File: src/rtl/display_pkg.sv
// Shared display-path definitions: layer indices, game state codes
// and the per-state layer masks the game FSM loads after reset.
package display_pkg;

   localparam int L_INTERFACE = 0;
   localparam int L_PLAYER    = 1;
   localparam int L_BOSS      = 2;
   localparam int L_OBJ       = 3;
   localparam int L_MAP       = 4;
   localparam int L_DOOR      = 5;

   typedef enum logic [3:0] {
      ST_TITLE    = 4'd0,
      ST_MENU     = 4'd1,
      ST_STAGE1   = 4'd2,
      ST_STAGE2   = 4'd3,
      ST_STAGE3   = 4'd4,
      ST_BOSS     = 4'd5,
      ST_GAMEOVER = 4'd6,
      ST_WIN      = 4'd7,
      ST_PAUSE    = 4'd8,
      ST_HELP     = 4'd9
   } game_state_e;

   localparam logic [7:0] MASK_TITLE = 8'b0000_0011;
   localparam logic [7:0] MASK_TEXT  = 8'b0000_0001;
   localparam logic [7:0] MASK_STAGE = 8'b1111_1111;

   function automatic logic [7:0] default_mask(game_state_e s);
      logic [7:0] m;
      m = MASK_TEXT;
      unique case (s)
         ST_TITLE:  m = MASK_TITLE;
         ST_STAGE1,
         ST_STAGE2,
         ST_STAGE3,
         ST_BOSS:   m = MASK_STAGE;
         default:   m = MASK_TEXT;
      endcase
      return m;
   endfunction

endpackage

File: src/rtl/prio_enc.sv
// Lowest-index-first priority encoder with found flag.
module prio_enc
   import display_pkg::*;
#(
   parameter int N  = 8,
   parameter int IW = (N > 1) ? $clog2(N) : 1
) (
   input  logic [N-1:0]  req,
   output logic [IW-1:0] idx,
   output logic          found
);

   always_comb begin
      found = 1'b0;
      idx   = '0;
      for (int i = N - 1; i >= 0; i--) begin
         if (req[i]) begin
            found = 1'b1;
            idx   = i[IW-1:0];
         end
      end
   end

endmodule

File: src/rtl/layer_compositor.sv
// Two-stage layer priority compositor with per-state masks,
// frame-based blinking and per-frame collision reporting.
module layer_compositor
   import display_pkg::*;
#(
   parameter int N_LAYERS = 8,
   parameter int ADDR_W   = 17,
   parameter int STATE_W  = 4,
   parameter int N_STATES = 16,
   parameter int BLINK_W  = 4,
   parameter int COLL_REF = L_PLAYER
) (
   input  logic                         clk,
   input  logic                         rst,
   input  logic                         de,
   input  logic                         frame_start,
   input  logic [STATE_W-1:0]           state,
   input  logic [N_LAYERS-1:0]          layer_hit,
   input  logic [N_LAYERS*ADDR_W-1:0]   layer_addr,
   input  logic [N_LAYERS-1:0]          blink_en,
   input  logic                         cfg_we,
   input  logic [STATE_W-1:0]           cfg_state,
   input  logic [N_LAYERS-1:0]          cfg_mask,
   output logic [ADDR_W-1:0]            pixel_addr,
   output logic                         notBlank,
   output logic [$clog2(N_LAYERS)-1:0]  layer_sel,
   output logic [N_LAYERS-1:0]          coll_vec,
   output logic                         coll_valid
);

   localparam int SEL_W = $clog2(N_LAYERS);
   localparam int DEPTH = 2 ** STATE_W;

   logic [N_LAYERS-1:0]        mask_tbl [DEPTH];
   logic [DEPTH-1:0]           st_ok;
   logic [N_LAYERS-1:0]        mask;
   logic [N_LAYERS-1:0]        vis;
   logic [BLINK_W-1:0]         blink_cnt;
   logic [N_LAYERS-1:0]        q_hit;
   logic [N_LAYERS*ADDR_W-1:0] q_addr;
   logic [N_LAYERS-1:0]        acc;
   logic [N_LAYERS-1:0]        coll_c;
   logic [SEL_W-1:0]           win_idx;
   logic                       win_found;
   logic [ADDR_W-1:0]          win_addr;

   // Table is sized to the full state code space; codes past N_STATES
   // read as an all-zero mask and are never written.
   always_comb begin
      for (int s = 0; s < DEPTH; s++) begin
         st_ok[s] = (s < N_STATES);
      end
   end

   always_comb begin
      mask = st_ok[state] ? mask_tbl[state] : '0;
      vis  = ~blink_en | {N_LAYERS{~blink_cnt[BLINK_W-1]}};
   end

   always_ff @(posedge clk) begin
      if (rst) begin
         for (int s = 0; s < DEPTH; s++) begin
            mask_tbl[s] <= '1;
         end
      end else if (cfg_we && st_ok[cfg_state]) begin
         mask_tbl[cfg_state] <= cfg_mask;
      end
   end

   always_ff @(posedge clk) begin
      if (rst) begin
         blink_cnt <= '0;
      end else if (frame_start) begin
         blink_cnt <= blink_cnt + 1'b1;
      end
   end

   always_ff @(posedge clk) begin
      if (rst) begin
         q_hit  <= '0;
         q_addr <= '0;
      end else begin
         q_hit  <= layer_hit & mask & vis & {N_LAYERS{de}};
         q_addr <= layer_addr;
      end
   end

   prio_enc #(
      .N  (N_LAYERS),
      .IW (SEL_W)
   ) u_prio (
      .req   (q_hit),
      .idx   (win_idx),
      .found (win_found)
   );

   always_comb begin
      win_addr = q_addr[int'(win_idx)*ADDR_W +: ADDR_W];
   end

   always_ff @(posedge clk) begin
      if (rst) begin
         pixel_addr <= '0;
         layer_sel  <= '0;
         notBlank   <= 1'b0;
      end else begin
         pixel_addr <= win_found ? win_addr : '0;
         layer_sel  <= win_found ? win_idx : '0;
         notBlank   <= win_found;
      end
   end

   always_comb begin
      coll_c           = q_hit & {N_LAYERS{q_hit[COLL_REF]}};
      coll_c[COLL_REF] = 1'b0;
   end

   // A drawn overlap coinciding with frame_start opens the new frame.
   always_ff @(posedge clk) begin
      if (rst) begin
         acc        <= '0;
         coll_vec   <= '0;
         coll_valid <= 1'b0;
      end else if (frame_start) begin
         acc        <= coll_c;
         coll_vec   <= acc;
         coll_valid <= 1'b1;
      end else begin
         acc        <= acc | coll_c;
         coll_valid <= 1'b0;
      end
   end

endmodule

File: config.mk
export PLATFORM = sky130hd
export DESIGN_NAME = layer_compositor
export DESIGN_NICKNAME = d
export VERILOG_FILES = /design/src/rtl/display_pkg.sv /design/src/rtl/prio_enc.sv /design/src/rtl/layer_compositor.sv
export SDC_FILE = /design/constraint.sdc
export NUM_CORES = 1
export LEC_CHECK = 0
export CORE_MARGIN = 1
export CORE_UTILIZATION = 57
export DETAILED_ROUTE_END_ITERATION = 8
export DONT_BUFFER_PORTS = 1
export GPL_TIMING_DRIVEN = 0
export PLACE_DENSITY_LB_ADDON = 0.12
export SLEW_MARGIN = 20
export SYNTH_ARGS = -nofsm -noshare
export SYNTH_HDL_FRONTEND = slang
export SYNTH_SLANG_ARGS = --single-unit
File: constraint.sdc
create_clock -name clk -period 2.05 [get_ports clk]
set_clock_uncertainty 0.1 [all_clocks]
set_input_delay 0.205 -clock clk [delete_from_list [all_inputs] [get_ports clk]]
set_output_delay 0.205 -clock clk [all_outputs]
set_load 0.01 [all_outputs]
==> results of run 1 <==
-- repair_timing --
item	CTS	global route
gates cloned	1	0
endpoints found under the setup margin	36	28
endpoints found under the hold margin	223	0
buffers inserted	6	0
hold buffers	167	0
gates resized for setup	49	57
pin swaps	20	3
-- power groups by stage --
| stage | clock network, uW | logic [uW] | registers, uW |
|---|---|---|---|
| global placement | 0 | 1000 | 7020 |
| detailed placement | 0 | 1010 | 7030 |
| global route | 6220 | 1530 | 6930 |
| CTS | 5930 | 1390 | 6900 |
| floorplan | 0 | 719 | 6980 |
| finish | 5920 | 1440 | 6910 |
-- logic make-up after synthesis --
family | after synthesis | share of synthesized area (%)
simple gates | 410 | 19.49
flops | 312 | 60.72
compound gates | 134 | 6.530
buf+inv | 72 | 2.735
mux | 65 | 10.18
xor+xnor | 3 | 0.2120
fa+ha+maj | 1 | 0.1009
other cells | 1 | 0.03025
-- flip-flops by register name (all words and copies together), names as in the netlist --
signal	flops
blink_cnt	4
coll_valid	1
coll_vec	7
pixel_addr	17
q_hit	8
q_addr	136
layer_sel	3
acc	7
mask_tbl	128
notBlank	1
-- through the flow --
step	cell area, um2	TNS (ns)	hold slack (ns)	std cells	setup slack [ns]
floorplan	12410	0	0.1882	998	0.005414
CTS	15740	-1.097	0.003038	1504	-0.09423
global placement	12750	-62.06	0.1918	1273	-0.6529
finish	15820	-0.2437	0.01638	1503	-0.05116
detailed placement	12760	-60.93	0.1938	1273	-0.5929
global route	15820	-0.9947	0.03674	1503	-0.1374
-- area by class of cell --
cell class	count	area (um2)	share of cell area, %
Inverter	2	7.507	0.04745
Clock inverter	20	227.7	1.439
Sequential cell	312	7536	47.63
Buffer	69	364.1	2.301
Multi-Input combinational cell	614	4755	30.05
Timing Repair Buffer	174	1749	11.05
Tap cell	275	344.1	2.175
Clock buffer	37	839.6	5.306
-- cell usage in the layout (no fill, tap or decap), types with 9 or more instances in the layout --
master	instances
nor2_1	23
o21ai_0	36
nor2b_1	143
dlygate4sd3_1	167
dfxtp_1	179
clkbuf_16	33
a21oi_2	9
mux4_2	16
or2_2	85
nand2b_1	51
nand3_1	52
a2111o_1	17
mux2_4	17
a21oi_1	38
edfxtp_1	128
o21ai_1	15
clkbuf_1	41
clkbuf_2	13
nand2_1	21
mux4_1	24
-- worst min-delay path by stage --
stage                      start         endpoint  slack, ns  cells past startpoint
detailed placement           rst     layer_sel[2]       0.19                      1
global route        cfg_state[0]  mask_tbl[14][2]       0.04                      3
finish              cfg_state[3]  mask_tbl[13][4]       0.02                      3
global placement             rst     layer_sel[2]       0.19                      1
CTS                 cfg_state[3]  mask_tbl[13][4]      0.003                      3
floorplan                    rst     layer_sel[2]       0.19                      1
-- tightest hold or removal path: stages --
cell and delay [ns]:
nand3_1 0.08, nor2b_1 0.16, nand2b_1 0.11
-- routing by layer --
metal	track usage (%)	vias to the layer above	share of wire (%)
met2	49.42	531	46
met1	43.47	4225	41
met5	0	-	0
met4	10.41	0	3.2
met3	6.494	106	9.9
li1	-	3950	-
==> impl_metrics.ini, run 1 <==
[final_layout]
n_antenna_cell = 0
nFillCells = 1311
fin_nets = 1378
area_growth_pct = 27.63
drive_above_1_share_pct = 19.30
final_util_pct = 74.80

[critical_path]
end_kind = flop
cp.required_ns = 2.39
cp-endpoint = pixel_addr[14]
crit_type = reg2reg
crit_chain = or2_4 > o21a_4 > buf_4 > clkbuf_2 > o21ai_0 > a21oi_2 > a2111o_1
cp.depth = 7
cp-startpoint = q_hit[4]
reg2reg_from = q_hit[4]
cp.arrival_ns = 2.44
cp_top_family = compound AO/OA/AOI/OAI gates
worstSetupStartpointType = flop
ff2ff_setup_slack_ns = -0.05
cp_slowest_cell = a2111o_1
slowest_delay_ns = 0.35
worst_r2r_endpoint = pixel_addr[14]
reg2reg_depth = 7
worst-path-max-fanout = 10
crit_buf_inv = 2

[logic_synthesis]
yosys_warnings = 0
synth_ff_type = dfxtp_1
ys_ff_latch = 312
post_synth_instance_area_um2 = 12400
ys_seq_area_share_pct = 60.72
synthTopCellsByCount = 184 x dfxtp_1, 145 x nor2b_1, 128 x edfxtp_1, 85 x or2_2
syn_nets = 1172
synth_async_sr_flop_share_pct = 0
synth_area_leaders = edfxtp_1 31%, dfxtp_1 30%, nor2b_1 7.3%
avgSynthCellArea_um2 = 12.42
yosysTopAreaCell = edfxtp_1
yosysTopAreaCellShare_pct = 31.01
synth_edf_count = 128
yosysMostFrequentCell = dfxtp_1
synth_cells = 998
post_synth_num_cell_types = 43

[timing]
hold_viol = 0
rsz0062_at_grt = true
setup_viol = 13
final.period_utilization_pct = 102.5
clock.fmax_ghz = 0.4759
worstMarginPinSlew_ns = 0.8570
timing.final.crit_period_ns = 2.101
slew_violations = 0
worst_slack_ns = -0.05116
slew_headroom_pct = 42.75

[drt]
vias_per_cell = 5.863
ant_nets = 0
drc = 0
drt_iter0_markers = 898
drtPass1Iterations = 6
wl_per_cell_um = 23.38
wirelength_mm = 35.13
vias = 8812

[floorplan]
dieArea_um2 = 22340
die_w_um = 149.5
die_h_um = 149.5
io_pins = 203
core_um2 = 21150
fp-row-count = 53
start_util_pct = 58.60

[place]
io_buffers = 0
dpl.hpwl_mm = 22.50
place.gp.congestion = 0.9447

[cts]
cts_htree_levels = 1
cts_buffers = 31
clk_latency_ns = 0.55
path_clk_slew_ns = 0.07
root_buffer = clkbuf_16
cts_num_sinks = 312
cts_tree = yes
clockBufferDepth = 3

[global_routing]
grt_pass1_wl_mm = 52.01
grt_max_degree = 15
gr-usage-all-layers_pct = 31.40
grt_pass1_vias = 8903
grt-ovfl-total = 0
antenna_found_initial = 1

[pwr]
pwr-share-comb_pct = 10.1
p_seq_share_pct = 48.4
p_total_uw = 14270
internal_power_uw = 11010
p_sw_share_pct = 22.84
p_per_area_nw_per_um2 = 902.1
p_leak_uw = 0.005745
p_clk_share_pct = 41.5
vdd_ir_drop_max_mv = 0.7170
p_sw_uw = 3260

[status]
status = complete, but fails checks
violations = setup timing

[flow_run]
drv_cap = 0

[worst_hold_path]
min_path_type = in2reg
Power figures use the tool's default switching activity.
==> run 2: changes to the inputs <==
--- a/config.mk
+++ b/config.mk
@@ -5,8 +5,10 @@
 export SDC_FILE = /design/constraint.sdc
 export NUM_CORES = 1
 export LEC_CHECK = 0
+export CORE_ASPECT_RATIO = 2
 export CORE_MARGIN = 1
 export CORE_UTILIZATION = 57
+export CTS_CLUSTER_SIZE = 24
 export DETAILED_ROUTE_END_ITERATION = 8
 export DONT_BUFFER_PORTS = 1
 export GPL_TIMING_DRIVEN = 0
==> run 2 against run 1 <==
Effect of this change: the flow still finishes with violations (setup timing); largest power group unchanged; combinational power is essentially flat; core utilization shrank 2.1 points; non-clock buffer count grew 3; critical endpoint is now pixel_addr[16]; maximum frequency shrank 0.11%; highest routed layer unchanged; sequential share of layout area grew 0.84 points.
==> impl_metrics.ini, run 2 (synthesis results as in run 1) <==
[global_routing]
grt_max_degree = 17
gr-usage-all-layers_pct = 32.89
grt-ovfl-total = 0
antenna_found_initial = 0
grt_pass1_wl_mm = 53.34
grt_pass1_vias = 9487

[place]
place.gp.congestion = 0.9254
post-place-ws_ns = -0.3060
io_buffers = 0
dpl.hpwl_mm = 25.91

[timing]
timing.final.crit_period_ns = 2.104
slew_violations = 0
worstMarginPinSlew_ns = 0.9817
worst_slack_ns = -0.05351
final.period_utilization_pct = 102.6
slew_headroom_pct = 34.05
holdWs_ns = 0.02941
setup_viol = 8
hold_viol = 0
rsz0062_at_grt = true
clock.fmax_ghz = 0.4754

[drt]
drtPass1Iterations = 6
vias_per_cell = 5.723
vias = 8550
wirelength_mm = 36.15
ant_nets = 0
drc = 0
wl_per_cell_um = 24.20
drt_iter0_markers = 446

[pwr]
p_sw_share_pct = 23.23
p_total_uw = 13320
vdd_ir_drop_max_mv = 0.7941
internal_power_uw = 10230
pwr-share-comb_pct = 10.9
p_seq_share_pct = 51.9
p_per_area_nw_per_um2 = 857.1
p_clk_share_pct = 37.3
p_leak_uw = 0.005666
p_sw_uw = 3096

[status]
violations = setup timing
status = complete, but fails checks

[cts]
clk_latency_ns = 0.54
cts_tree = yes
cts_num_sinks = 312
root_buffer = clkbuf_16
clockBufferDepth = 3
cts_htree_levels = 1
cts_buffers = 27
path_clk_slew_ns = 0.07

[worst_hold_path]
min_path_type = in2reg
min_from = cfg_state[3]

[flow_run]
drv_cap = 0

[critical_path]
crit_chain = or2_4 > o21a_4 > nor2_4 > buf_6 > mux2_4 > a2111o_1
end_kind = flop
cp_top_family = compound AO/OA/AOI/OAI gates
worstSetupStartpointType = flop
crit_buf_inv = 1
cp.required_ns = 2.37
cp_slowest_cell = a2111o_1
worst-path-max-fanout = 7
cp-startpoint = q_hit[4]
crit_type = reg2reg
slowest_delay_ns = 0.42
cp.arrival_ns = 2.43
reg2reg_from = q_hit[4]

[final_layout]
final_cell_mix = 179 x dfxtp_1, 168 x dlygate4sd3_1, 144 x nor2b_1
area_growth_pct = 25.39
final_util_pct = 72.66
fin_nets = 1377
regMostFlops = q_addr
top_regs = q_addr x136, mask_tbl x128, pixel_addr x17
n_antenna_cell = 0
largest_reg_flops = 136
mostFrequentLayoutCell = dfxtp_1
drive_above_1_share_pct = 18.18

[floorplan]
die_w_um = 106.3
fp-row-count = 76
die_h_um = 210.6
start_util_pct = 57.94
dieArea_um2 = 22380
core_um2 = 21400
io_pins = 203
## run 2: cell types whose count changed in the layout (fill, tap and decap cells not counted), moves of 5 or more
cell	change
a21oi_1	+10
a21oi_2	-6
buf_4	+6
bufinv_16	-5
clkbuf_16	-5
clkbuf_8	+5
o21ai_0	-10
o21ai_1	+6
## run 2: area by class of cell
| type | count | area [um2] |
|---|---|---|
| Sequential cell | 312 | 7533 |
| Buffer | 70 | 366.6 |
| Inverter | 2 | 7.507 |
| Clock inverter | 7 | 40.04 |
| Timing Repair Buffer | 176 | 1758 |
| Multi-Input combinational cell | 614 | 4682 |
| Tap cell | 273 | 341.6 |
| Clock buffer | 40 | 815.8 |
| Fill cell | 1424 | 5851 |
## run 2: through the flow
stage               setup TNS, ns  area, um2  instances
floorplan                       0      12410        998
global placement           -14.23      12750       1271
detailed placement         -17.18      12750       1271
CTS                        -1.253      15470       1493
global route              -0.7259      15540       1494
finish                    -0.1992      15540       1494
## run 2: metal layers
layer  routed length [um]  global-route usage (%)
met5                    0                       0
met4                 2784                   24.43
met3                 2086                   6.401
met2                20540                   65.00
met1                10740                   27.49
## run 2: timing repair
action | in CTS | in global routing
hold endpoints to repair | 223 | 8
resized for setup | 40 | 60
hold buffers | 166 | 2
setup buffers | 8 | 0
pin swaps | 18 | 4
gates cloned | 1 | 0
endpoints found under the setup margin | 18 | 25
## run 2: path summary, 6_finish.rpt
check,end,slack (ns),cells after the start
max,pixel_addr[16],-0.05,6
min,mask_tbl[13][6],0.03,3
max reg2reg,pixel_addr[16],-0.05,6
min reg2reg,coll_vec[6],0.41,2
## run 2: power by group through the flow
stage          Sequential (uW)  Combinational (uW)  Clock [uW]
2_1_floorplan             6980                 719           0
3_3_place_gp              7020                1010           0
3_5_place_dp              7030                1030           0
4_1_cts                   6900                1410        5010
5_1_grt                   6930                1520        5260
6_report                  6910                1450        4970
## run 2: tightest hold or removal path, delay by kind of cell
| family | cells | cell delay, ns |
|---|---|---|
| and+or+nand+nor | 3 | 0.34 |
==> RTL edit, RTL diff (config.mk and constraints of run 1) <==
Take the reset off `q_addr` and load it in a clocked block of its own.
--- a/src/rtl/layer_compositor.sv
+++ b/src/rtl/layer_compositor.sv
@@ -78,11 +78,13 @@
    always_ff @(posedge clk) begin
       if (rst) begin
          q_hit  <= '0;
-         q_addr <= '0;
       end else begin
          q_hit  <= layer_hit & mask & vis & {N_LAYERS{de}};
-         q_addr <= layer_addr;
       end
+   end
+
+   always_ff @(posedge clk) begin
+      q_addr <= layer_addr;
    end
 
    prio_enc #(
Behaviour: same outputs for any inputs over 4 cycles, from zero or initial values and one cycle with rst high; that may be too few to reach the edited logic, so the function may still have changed.
==> RTL edit against run 1 <==
The run still ends with setup timing left. Design area fell by 6.2%. Via count shrank 5.4%. Total power is 0.39% lower. Highest routed layer is now met5. Worst hold slack got worse by 0.73 ps. Synthesized area down 7.4%. Fmax is 4.1% lower. Setup slack got worse by 90 ps. Clock power fell by 2%. Sequential cell count is the same. Routed wire length rose by 3.4%. Count of clock-buffer cells in the layout is 13 higher.
==> RTL edit: results (changes against run 1) <==
Power and ir drop:
- The cell internal power dissipation is 10.9 mW (was 11.0 mW).
- The power spent charging and discharging nets was 3.29 mW (was 3.26 mW).
- The sequential power came to 6.96 mW (was 6.91 mW).

Global route:
- The global-route wire length before repair is 50.7 mm (was 52.0 mm).
- The met2 demand-to-capacity share in global routing is 0.558 (was 0.494).
- The met1 usage in global routing is 0.422 (was 0.435).
- The via count of the first global-routing pass is 8,702 (was 8,903).

Final layout:
- The number of filler cells placed in the layout is 1,136 (was 1,311).
- The final cell area excluding filler cells is 0.0148 mm^2 (was 0.0158 mm^2).
- The fraction of layout instances using a drive strength above 1 is 0.210 (was 0.193).

CTS:
- The post-cts repair resize count is 39 (was 49).

Critical path:
- The slowest library cell on the worst path is sky130_fd_sc_hd__dfxtp_4 (was sky130_fd_sc_hd__a2111o_1).
- The depth of the worst register-to-register path was 8 (was 7).
- The arrival time at the worst endpoint came to 2590 ps (was 2440 ps).

Logic synthesis:
- The post-synthesis xor/xnor area fraction is 0.00229 (was 0.00212).
- Post-synth top cells: sky130_fd_sc_hd__dfxtp_1, sky130_fd_sc_hd__edfxtp_1, sky130_fd_sc_hd__or2_2 (was sky130_fd_sc_hd__dfxtp_1, sky130_fd_sc_hd__nor2b_1, sky130_fd_sc_hd__edfxtp_1).
- The register area share after synthesis came to 0.656 (was 0.607).
- Top area cells in the synthesized netlist: sky130_fd_sc_hd__edfxtp_1, sky130_fd_sc_hd__dfxtp_1, sky130_fd_sc_hd__mux4_1 (was sky130_fd_sc_hd__edfxtp_1, sky130_fd_sc_hd__dfxtp_1, sky130_fd_sc_hd__nor2b_1).
- The net count after synthesis is 1,021 (was 1,172).
- The synthesized area per cell was 13.6 um^2 (was 12.4 um^2).

Timing:
- The worst hold slack is 15.6 ps (was 16.4 ps).
- The slew at the pin closest to its max-slew limit was 836 ps (was 857 ps).
- The slack of the critical path is -141 ps (was -51.2 ps).
- The count of final setup violators is 16 (was 13).
- The total negative slack for setup checks came to -1320 ps (was -244 ps).

Placement:
- The pre-CTS setup slack is -542 ps (was -593 ps).
- The placed instance area is 0.0118 mm^2 (was 0.0128 mm^2).

Route:
- The routed length on met2 is 17.5 mm (was 16.1 mm).
- The vias per cell is 6.20 (was 5.86).
- The uppermost signal routing layer after detailed routing is met5 (was met4).
- The detailed route wirelength on metal3 is 3.85 mm (was 3.49 mm).
- The total routed wirelength is 36.3 mm (was 35.1 mm).
- The routed length on met1 is 13.0 mm (was 14.4 mm).

Run status:
- Failing checks: setup timing (unchanged).
- Status: finished, violations left (unchanged).
-- RTL edit: how the worst max path moves through the flow --
stage	slack, ps	cells past startpoint	from	end
2_1_floorplan	-20	6	q_hit[5]	pixel_addr[10]
3_3_place_gp	-520	4	cfg_we	mask_tbl[11][7]
3_5_place_dp	-540	4	cfg_we	mask_tbl[11][7]
4_1_cts	-50	7	q_hit[4]	pixel_addr[8]
5_1_grt	-150	7	q_hit[4]	pixel_addr[9]
6_report	-140	8	q_hit[0]	pixel_addr[7]
-- RTL edit: final cells by class --
| cell class | count | share of cell area |
|---|---|---|
| flip-flops and latches | 312 | 0.508 |
| multi-input cells | 478 | 0.258 |
| repair buffers | 173 | 0.119 |
| clock buffers | 50 | 0.0675 |
| well taps | 265 | 0.0223 |
| plain buffers | 55 | 0.0204 |
| clock inverters | 6 | 0.00396 |
| inverters | 2 | 0.000506 |
| diodes | 3 | 0.000506 |
-- RTL edit: cells by family after synthesis --
| family | after synthesis |
|---|---|
| flip-flops | 312 |
| AND/OR/NAND/NOR | 274 |
| AO/OA/AOI/OAI | 134 |
| multiplexers | 65 |
| buffers and inverters | 57 |
| XOR/XNOR | 3 |
| adder cells (fa/ha/maj) | 1 |
| other | 1 |
-- RTL edit: worst reg2reg max path: stages (launching register included) --
cell	delay [ps]
sky130_fd_sc_hd__dfxtp_4	380
sky130_fd_sc_hd__or2_1	260
sky130_fd_sc_hd__buf_6	170
sky130_fd_sc_hd__nor4b_4	340
sky130_fd_sc_hd__nand2b_1	130
sky130_fd_sc_hd__buf_4	190
sky130_fd_sc_hd__buf_4	190
sky130_fd_sc_hd__a21oi_1	230
sky130_fd_sc_hd__a2111o_1	140
